--- config.mk ---
export PLATFORM = sky130hd
export DESIGN_NAME = game_ctrl_fsm_flat
export DESIGN_NICKNAME = d
export VERILOG_FILES = /design/src/rtl/game_ctrl_fsm_if.sv /design/src/rtl/game_ctrl_fsm.sv /design/src/flat_wrapper.sv
export SDC_FILE = /design/constraint.sdc
export NUM_CORES = 1
export LEC_CHECK = 0
export CAP_MARGIN = 20
export CORE_ASPECT_RATIO = 1.4
export CORE_MARGIN = 5
export CORE_UTILIZATION = 54
export CTS_CLUSTER_SIZE = 24
export DETAILED_ROUTE_END_ITERATION = 6
export GPL_TIMING_DRIVEN = 0
export HOLD_SLACK_MARGIN = 0.12
export PLACE_DENSITY = 0.88
export SLEW_MARGIN = 10
export SYNTH_ARGS = -nofsm -noshare
export SYNTH_HDL_FRONTEND = slang
export SYNTH_SLANG_ARGS = --single-unit
--- constraint.sdc ---
create_clock -name clk -period 3.4 [get_ports clk]
set_input_delay 0.34 -clock clk [delete_from_list [all_inputs] [get_ports clk]]
set_output_delay 0.34 -clock clk [all_outputs]
set_load 0.01 [all_outputs]
--- src/rtl/game_ctrl_fsm_if.sv ---
// Key/display bus between the matrix-key scanner, the game controller and the
// display/segment/buzzer logic. Parameters must match the game_ctrl_fsm instance.
interface game_ctrl_fsm_if #(
    parameter int NUM_OBJ = 10,
    parameter int CNT_W   = 4
) ();
    localparam int SEL_W = $clog2(NUM_OBJ + 1);
    localparam int CUR_W = (NUM_OBJ > 1) ? $clog2(NUM_OBJ) : 1;

    logic [15:0]            btn;
    logic [1:0]             state;
    logic [SEL_W-1:0]       sel_num;
    logic [CUR_W-1:0]       cursor;
    logic [NUM_OBJ*CNT_W-1:0] counters;
    logic [NUM_OBJ-1:0]     alarm_vec;
    logic                   buzz;
    logic                   tick;
    logic                   paused;

    // master: key scanner / display side; slave: the controller
    modport master (
        output btn,
        input  state, sel_num, cursor, counters, alarm_vec, buzz, tick, paused
    );
    modport slave (
        input  btn,
        output state, sel_num, cursor, counters, alarm_vec, buzz, tick, paused
    );
endinterface

--- src/rtl/game_ctrl_fsm.sv ---
// Menu FSM, object count, cursor and ticking object counters with sticky alarms.
// Optional pause feature enabled by defining GAME_CTRL_PAUSE_EN.
module game_ctrl_fsm #(
    parameter int NUM_OBJ  = 10,
    parameter int CNT_W    = 4,
    parameter int CNT_WRAP = 10,
    parameter int TICK_DIV = 50000000
) (
    input logic            clk,
    input logic            rst,
    game_ctrl_fsm_if.slave bus
);
    localparam int SEL_W = $clog2(NUM_OBJ + 1);
    localparam int CUR_W = (NUM_OBJ > 1) ? $clog2(NUM_OBJ) : 1;
    localparam int PRE_W = $clog2(TICK_DIV);
    localparam logic [CNT_W-1:0] WRAP_M1 = CNT_W'(CNT_WRAP - 1);
    localparam logic [PRE_W-1:0] PRE_MAX = PRE_W'(TICK_DIV - 1);
    localparam logic [SEL_W-1:0] SEL_MAX = SEL_W'(NUM_OBJ);

    typedef enum logic [1:0] {
        S_START  = 2'd0,
        S_INFO   = 2'd1,
        S_CHOOSE = 2'd2,
        S_GAME   = 2'd3
    } state_t;

    state_t                r_state;
    logic [15:0]           r_btn_q;
    logic [SEL_W-1:0]      r_sel;
    logic [CUR_W-1:0]      r_cursor;
    logic [CNT_W-1:0]      r_cnt [NUM_OBJ];
    logic [NUM_OBJ-1:0]    r_alarm;
    logic                  r_buzz;
    logic                  r_tick;
    logic                  r_paused;
    logic [PRE_W-1:0]      r_presc;

    logic [15:0]              w_ev;
    logic                     w_up;
    logic                     w_dn;
    logic                     w_tick_now;
    logic [CUR_W-1:0]         w_cur_max;
    logic [NUM_OBJ*CNT_W-1:0] w_counters;
    logic                     w_unused;

    assign w_ev       = bus.btn & ~r_btn_q;
    assign w_up       = w_ev[2] | w_ev[5];
    assign w_dn       = w_ev[6] | w_ev[7];
    assign w_cur_max  = CUR_W'(r_sel - SEL_W'(1));
    assign w_tick_now = (r_state == S_GAME) && !r_paused && (r_presc == PRE_MAX);
    assign w_unused   = ^{w_ev[9:8], w_ev[4:3], w_ev[1:0]};

    always_ff @(posedge clk) begin
        if (rst) begin
            r_state  <= S_START;
            r_btn_q  <= '0;
            r_sel    <= SEL_W'(1);
            r_cursor <= '0;
            for (int i = 0; i < NUM_OBJ; i++) r_cnt[i] <= '0;
            r_alarm  <= '0;
            r_buzz   <= 1'b0;
            r_tick   <= 1'b0;
            r_paused <= 1'b0;
            r_presc  <= '0;
        end else begin
            r_btn_q <= bus.btn;
            r_buzz  <= |r_alarm;
            r_tick  <= 1'b0;
            case (r_state)
                S_START: begin
                    if (w_ev[14])      r_state <= S_CHOOSE;
                    else if (w_ev[15]) r_state <= S_INFO;
                end
                S_INFO: begin
                    if (w_ev[13])      r_state <= S_START;
                    else if (w_ev[14]) r_state <= S_CHOOSE;
                end
                S_CHOOSE: begin
                    if (w_ev[12]) begin
                        r_state <= S_START;
                    end else if (w_ev[14]) begin
                        r_state  <= S_GAME;
                        for (int i = 0; i < NUM_OBJ; i++)
                            r_cnt[i] <= (i < int'(r_sel)) ? CNT_W'(1) : '0;
                        r_alarm  <= '0;
                        r_cursor <= '0;
                        r_presc  <= '0;
                        r_paused <= 1'b0;
                    end else if (w_ev[11]) begin
                        r_sel <= (r_sel == SEL_MAX) ? SEL_W'(1) : r_sel + SEL_W'(1);
                    end
                end
                S_GAME: begin
                    if (w_ev[12]) begin
                        r_state  <= S_START;
                        for (int i = 0; i < NUM_OBJ; i++) r_cnt[i] <= '0;
                        r_alarm  <= '0;
                        r_presc  <= '0;
                        r_paused <= 1'b0;
                    end else begin
                        // a frozen prescaler resumes from where it stopped
                        if (!r_paused) begin
                            if (w_tick_now) begin
                                r_presc <= '0;
                                r_tick  <= 1'b1;
                            end else begin
                                r_presc <= r_presc + PRE_W'(1);
                            end
                        end
                        if (w_up && !w_dn)
                            r_cursor <= (r_cursor == w_cur_max) ? '0 : r_cursor + CUR_W'(1);
                        else if (w_dn && !w_up)
                            r_cursor <= (r_cursor == '0) ? w_cur_max : r_cursor - CUR_W'(1);
                        // confirm on the cursor object overrides a coincident tick
                        for (int i = 0; i < NUM_OBJ; i++) begin
                            if (w_ev[10] && (i == int'(r_cursor))) begin
                                r_cnt[i]   <= CNT_W'(1);
                                r_alarm[i] <= 1'b0;
                            end else if (w_tick_now && (i < int'(r_sel))) begin
                                if (r_cnt[i] == WRAP_M1) begin
                                    r_cnt[i]   <= '0;
                                    r_alarm[i] <= 1'b1;
                                end else begin
                                    r_cnt[i] <= r_cnt[i] + CNT_W'(1);
                                end
                            end
                        end
`ifdef GAME_CTRL_PAUSE_EN
                        if (w_ev[11]) r_paused <= ~r_paused;
`endif
                    end
                end
                default: r_state <= S_START;
            endcase
        end
    end

    always_comb begin
        w_counters = '0;
        for (int i = 0; i < NUM_OBJ; i++) w_counters[i*CNT_W +: CNT_W] = r_cnt[i];
    end

    assign bus.state     = r_state;
    assign bus.sel_num   = r_sel;
    assign bus.cursor    = r_cursor;
    assign bus.counters  = w_counters;
    assign bus.alarm_vec = r_alarm;
    assign bus.buzz      = r_buzz;
    assign bus.tick      = r_tick;
    assign bus.paused    = r_paused;
endmodule
--- src/flat_wrapper.sv ---
// flat-port wrapper written by rule: the top's interface ports become plain ports
module game_ctrl_fsm_flat 
#(
    parameter int NUM_OBJ  = 10,
    parameter int CNT_W    = 4,
    parameter int CNT_WRAP = 10,
    parameter int TICK_DIV = 50000000
)
  (clk, rst, bus_btn, bus_state, bus_sel_num, bus_cursor, bus_counters, bus_alarm_vec, bus_buzz, bus_tick, bus_paused);
  game_ctrl_fsm_if #(.NUM_OBJ(NUM_OBJ), .CNT_W(CNT_W)) bus_i ();
  input logic clk;
  input logic rst;
  input wire logic [$bits(bus_i.btn)-1:0] bus_btn;
  output wire logic [$bits(bus_i.state)-1:0] bus_state;
  output wire logic [$bits(bus_i.sel_num)-1:0] bus_sel_num;
  output wire logic [$bits(bus_i.cursor)-1:0] bus_cursor;
  output wire logic [$bits(bus_i.counters)-1:0] bus_counters;
  output wire logic [$bits(bus_i.alarm_vec)-1:0] bus_alarm_vec;
  output wire logic [$bits(bus_i.buzz)-1:0] bus_buzz;
  output wire logic [$bits(bus_i.tick)-1:0] bus_tick;
  output wire logic [$bits(bus_i.paused)-1:0] bus_paused;
  assign bus_i.btn = bus_btn;
  assign bus_state = bus_i.state;
  assign bus_sel_num = bus_i.sel_num;
  assign bus_cursor = bus_i.cursor;
  assign bus_counters = bus_i.counters;
  assign bus_alarm_vec = bus_i.alarm_vec;
  assign bus_buzz = bus_i.buzz;
  assign bus_tick = bus_i.tick;
  assign bus_paused = bus_i.paused;
  game_ctrl_fsm #(.NUM_OBJ(NUM_OBJ), .CNT_W(CNT_W), .CNT_WRAP(CNT_WRAP), .TICK_DIV(TICK_DIV)) u_core (.clk(clk), .rst(rst), .bus(bus_i));
endmodule
== Yosys cells after proc, flatten, opt, wreduce, memory -nomap -nowiden ==
Memory sizes are Yosys's and may differ from the RTL's.
Cells that the tools add are included.
Cells by class
  bitwise operators: 57
  eq/ne operators: 54
  multiplexer cells: 323
  reductions and logical operators: 48
  magnitude comparators: 10
  add/subtract/negate cells: 15
Operators with widths (number)
  1-bit two-way mux: 245
  4-bit two-way mux: 58
  26-bit two-way mux: 5
  4-bit by 3-bit != test with 1-bit output, second input constant: 20
  5-bit AND reduction: 11
  1-bit bitwise OR: 52
  26-bit case mux with 2 select lines: 1
  4-bit by 1-bit adder with 4-bit output, second input constant: 12
  4-bit equality test, second input constant: 11
  10-bit two-way mux: 3
  26-bit by 1-bit adder with 26-bit output, second input constant: 1
  26-bit equality test, second input constant: 1
  4-bit equality test, first input constant: 6
  1-bit logical AND: 24
  10-bit case mux with 2 select lines: 1
  16-bit AND: 1
  3-bit by 4-bit less-than comparator with 1-bit output, first input constant: 4
  16-bit inverter: 1
  4-bit AND reduction: 4
  2-bit two-way mux: 7
  10-bit OR reduction: 1
  3-bit by 1-bit != test with 1-bit output, second input constant: 3
  3-bit by 4-bit equality test with 1-bit output, first input constant: 2
  4-bit zero test: 2
  other kinds (19): 31
Word-level totals
  memories: 1
  bits in writable memories: 40
  bits in registers: 65
  word-level logic and storage cells: 526
  output and inout port bits: 63
Memory list
  u_core.r_cnt: words 10, width 4, rd ports 10, clocked after memory_dff 0, wr ports 10, line game_ctrl_fsm.sv:31  | logic [CNT_W-1:0] r_cnt [NUM_OBJ];

== Longest topological paths before layout ==
  word-level depth: 12
  mapped depth: 8
  mapped depth without buffers: 8

== Least setup slack after synthesis ==
OpenSTA, ideal clock, no wires.
  path type: register to register
  start: register u_core.r_presc[7]
  end: memory u_core.r_cnt[1][0], in the netlist u_core.r_cnt[0][4], enable pin
  path slack: 1210 ps
  arrival time: 1829 ps
  path buffers: 1
  data required time: 3039 ps
  cell stages (with the launch flop): 8
  library setup time: 361 ps
  cells stage by stage: dfxtp_1 -> or3_4 -> nor3_4 -> nand3_4 -> nor2_1 -> buf_2 -> a21oi_1 -> o21ai_0
RTL lines
  start: declaration: line game_ctrl_fsm.sv:36  | logic [PRE_W-1:0] r_presc;
  start signal: assignment: line game_ctrl_fsm.sv:107  | r_presc <= r_presc + PRE_W'(1);
  end: declaration: line game_ctrl_fsm.sv:31

==> summary.md <==
| Metric | Value |
|---|---|
| Status | `complete, no violations` |
| Post-synth EDFFs | `40` |
| Worst Path Arrival | `2.64 ns` |
| Ys flop type | `dfxtp_1` |
| Hold Worst Slack | `0.487 ns` |
| Largest net degree at the start of global routing | `17` |
| CTS resizes | `0` |
| Aggregate global-route resource usage | `0.239` |
| Synth area leaders | `edfxtp_1, dfxtp_1, ha_1` |
| First-pass DRT Iterations | `6` |
| Worst-path clk slew | `0.06 ns` |
| Finished Cell Area | `6660 um2` |
| Crit path from | `bus_btn[12]` |
| Power Density | `389 nW/um2` |
| Total global routing overflow | `0` |
| RR Startpoint | `u_core.bus.state[1]$_SDFFE_PP0P_` |
| Antenna-violating nets left | `0` |
| Critical-path cell list | `clkdlybuf4s50_1 > nand2b_1 > nand3_1 > o21ai_0 > a21oi_1 > o21ai_0` |
| Global-route wire length before repair | `23300 um` |
| Post-route clock period utilization | `0.783` |
| Post-Syn Nets | `658` |
| Async S/R FF share, synth | `0` |
| Hold Crit Class | `flip-flop to flip-flop` |
| Vias post-DR | `4985` |
| Top Ports | `81` |
| Vias in the first global route | `4863` |
| Max frequency | `0.376 GHz` |
| Post-synthesis sequential area ratio | `0.433` |
| CTS tree | `built` |
| Routed len/inst | `16.7 um` |
| Die X | `94.9 um` |
| Met1 Use GR | `0.288` |
| CP most frequent cell | `o21ai_0` |
| Leak | `2.34 nW` |
| Synth cell types | `59` |
| CTS Root Cell | `clkbuf_16` |
| Area after DPL | `6350 um2` |
| DRT iter0 DRCs | `441` |
| Initial Util | `0.551` |
| Num CTS Buffers | `9` |
| Fin. Hold Viols | `0` |
| Max clock buf depth | `2` |
| Core area | `9900 um2` |
| Area leader, netlist | `edfxtp_1` |
| Htree depth | `3` |
| Layout cell share with drive strength beyond 1 | `0.0430` |
| Peak VDD IR | `374 uV` |
| Die height | `129 um` |
| RSZ-0062 raised after global routing | `no` |
| CP endpoint | `u_core.r_cnt[0][38]$_SDFFCE_PN0P_` |
| Wirelength, routed | `13900 um` |
| Crit Reg-Reg Endpoint | `u_core.r_cnt[0][35]$_SDFFCE_PN0P_` |
| Hold_sp | `u_core.r_presc[16]$_SDFFE_PP0P_` |
| Busiest layer in global routing | `met2` |
| Final Setup Violations | `0` |
| Worst EP required | `3.38 ns` |
| Flops & latches, synth | `98` |
| Reg2reg setup slack | `0.76 ns` |
| Worst-margin pin slew | `0.902 ns` |
| Syn-to-layout area delta | `22.2%` |
| Clock sink count | `98` |
| N_diodes | `0` |
| Worst path depth | `6` |
| Post-synthesis instance area | `5450 um2` |
| Clock skew | `0.00727 ns` |
| Synth top area share | `0.220` |
| Slowest CP cell | `a21oi_1` |
| DIE AREA | `12200 um2` |
| Cell family with most CP delay | `compound AO/OA/AOI/OAI gates` |
| HPWL Detailed | `10400 um` |
| Synth Instances | `609` |
| Shortest period the worst path allows | `2.66 ns` |
| CP max stage delay | `0.79 ns` |
| Top post-synthesis cells by count | `nor2_1, dfxtp_1, nand2_1` |
| Crit. End Element | `flip-flop` |
| Worst-case reg-to-reg path depth | `7` |
| GPL Wtd Cong | `0.933` |
| Count of pins over their slew limit | `0` |
| Nets@finish | `742` |
| Setup bufs post-CTS | `0` |
| Slew margin rel. | `0.398` |
| Max Cap Viol | `0` |
| Via density per instance | `5.98` |
| Most frequent cell after synthesis | `nor2_1` |
| WS Path Type | `input port to flip-flop` |
| PortBufs | `73` |
| Number of buffer and inverter stages on the critical path | `1` |
| GRT met3 Usage | `0.0450` |
| Mean post-synth cell area | `8.95 um2` |
| Latest clock arrival within the worst-skew pair | `0.35 ns` |
| Critical path peak fanout | `10` |
| TNS Setup | `0 ns` |
| Hold_buf cts | `0` |
| # DRC | `0` |
| Startpoint types | `input port` |
| Initial antenna violation count | `0` |
| M2 GR Usage | `0.416` |
| Hold depth | `2` |
| Yosys warning count | `0` |
| FP Rows | `43` |
-- how the worst min path moves through the flow --
stage	endpoint	slack (ns)
finish	u_core.r_presc[16]$_SDFFE_PP0P_	0.49
global route	u_core.r_presc[25]$_SDFFE_PP0P_	0.51
CTS	u_core.r_presc[16]$_SDFFE_PP0P_	0.48
detailed placement	u_core.r_presc[16]$_SDFFE_PP0P_	0.48
global placement	u_core.r_presc[25]$_SDFFE_PP0P_	0.46
floorplan	u_core.r_presc[25]$_SDFFE_PP0P_	0.45
-- per-stage QoR --
stage	util	instances	power, W	worst slack (ns)
2_1_floorplan	-	609	0.00143	1.21
3_3_place_gp	0.642	817	0.00153	0.584
3_5_place_dp	0.642	817	0.00154	0.498
4_1_cts	0.673	833	0.00260	0.838
5_1_grt	0.673	833	0.00268	0.567
6_report	0.673	833	0.00259	0.739
-- cell usage in the layout, fill, tap and decap left out, drive strengths merged, types with 11 or more instances in the layout --
cell | Yosys | layout
o21ai | 36 | 36
ha | 31 | 31
xor2 | 18 | 18
clkbuf | 16 | 27
clkdlybuf4s50 | 0 | 73
nand2 | 46 | 46
a31oi | 11 | 11
xnor2 | 21 | 21
nor3 | 20 | 20
a21oi | 34 | 34
inv | 27 | 27
nand2b | 13 | 13
nand3 | 33 | 33
nor2 | 86 | 86
nor2b | 12 | 12
dfxtp | 58 | 58
edfxtp | 40 | 40
-- per-layer routing --
metal,part of all wire,routed length (um),up-vias
li1,-,-,2353
met1,0.39,5440,2326
met2,0.50,6960,260
met3,0.080,1120,46
met4,0.028,395,0
met5,0,0,-
-- final cells by class --
type	instances	area (um2)
Inverter	27	101
Multi-Input combinational cell	461	2880
Clock inverter	5	80.1
Clock buffer	11	233
Timing Repair Buffer	73	731
Sequential cell	98	2360
Buffer	23	105
Tap cell	135	169
Fill cell	780	3240
-- flip-flops by register name, indices dropped and copies added, names as in the netlist --
signal                cells
u_core.bus.cursor         4
u_core.bus.tick           1
u_core.bus.state          2
u_core.r_btn_q           10
u_core.r_presc           26
u_core.bus.buzz           1
u_core.r_cnt             40
u_core.bus.sel_num        4
u_core.bus.alarm_vec     10
-- power by group --
part | switching [W] | internal [W] | total (W)
sequential | 0.0000320 | 0.00125 | 0.00129
combinational | 0.000126 | 0.000102 | 0.000227
clock | 0.000437 | 0.000644 | 0.00108
-- worst register-to-register path: cells and delay by family (launching register included) --
family                 cells  cell delay [ns]
buffers and inverters      3             1.13
AOI/OAI and AO/OA          1             0.17
DFF                        1             0.33
and+or+nand+nor            3             0.70
-- cells by family after synthesis --
group,share of synthesized area
AOI/OAI and AO/OA,0.140
xor gates and xnor gates,0.0668
adders and majority gates,0.0711
buffers and inverters,0.0379
DFF,0.433
muxes,0.00551
other,0.000688
and+or+nand+nor,0.245
(Power assumes the default switching activity.)
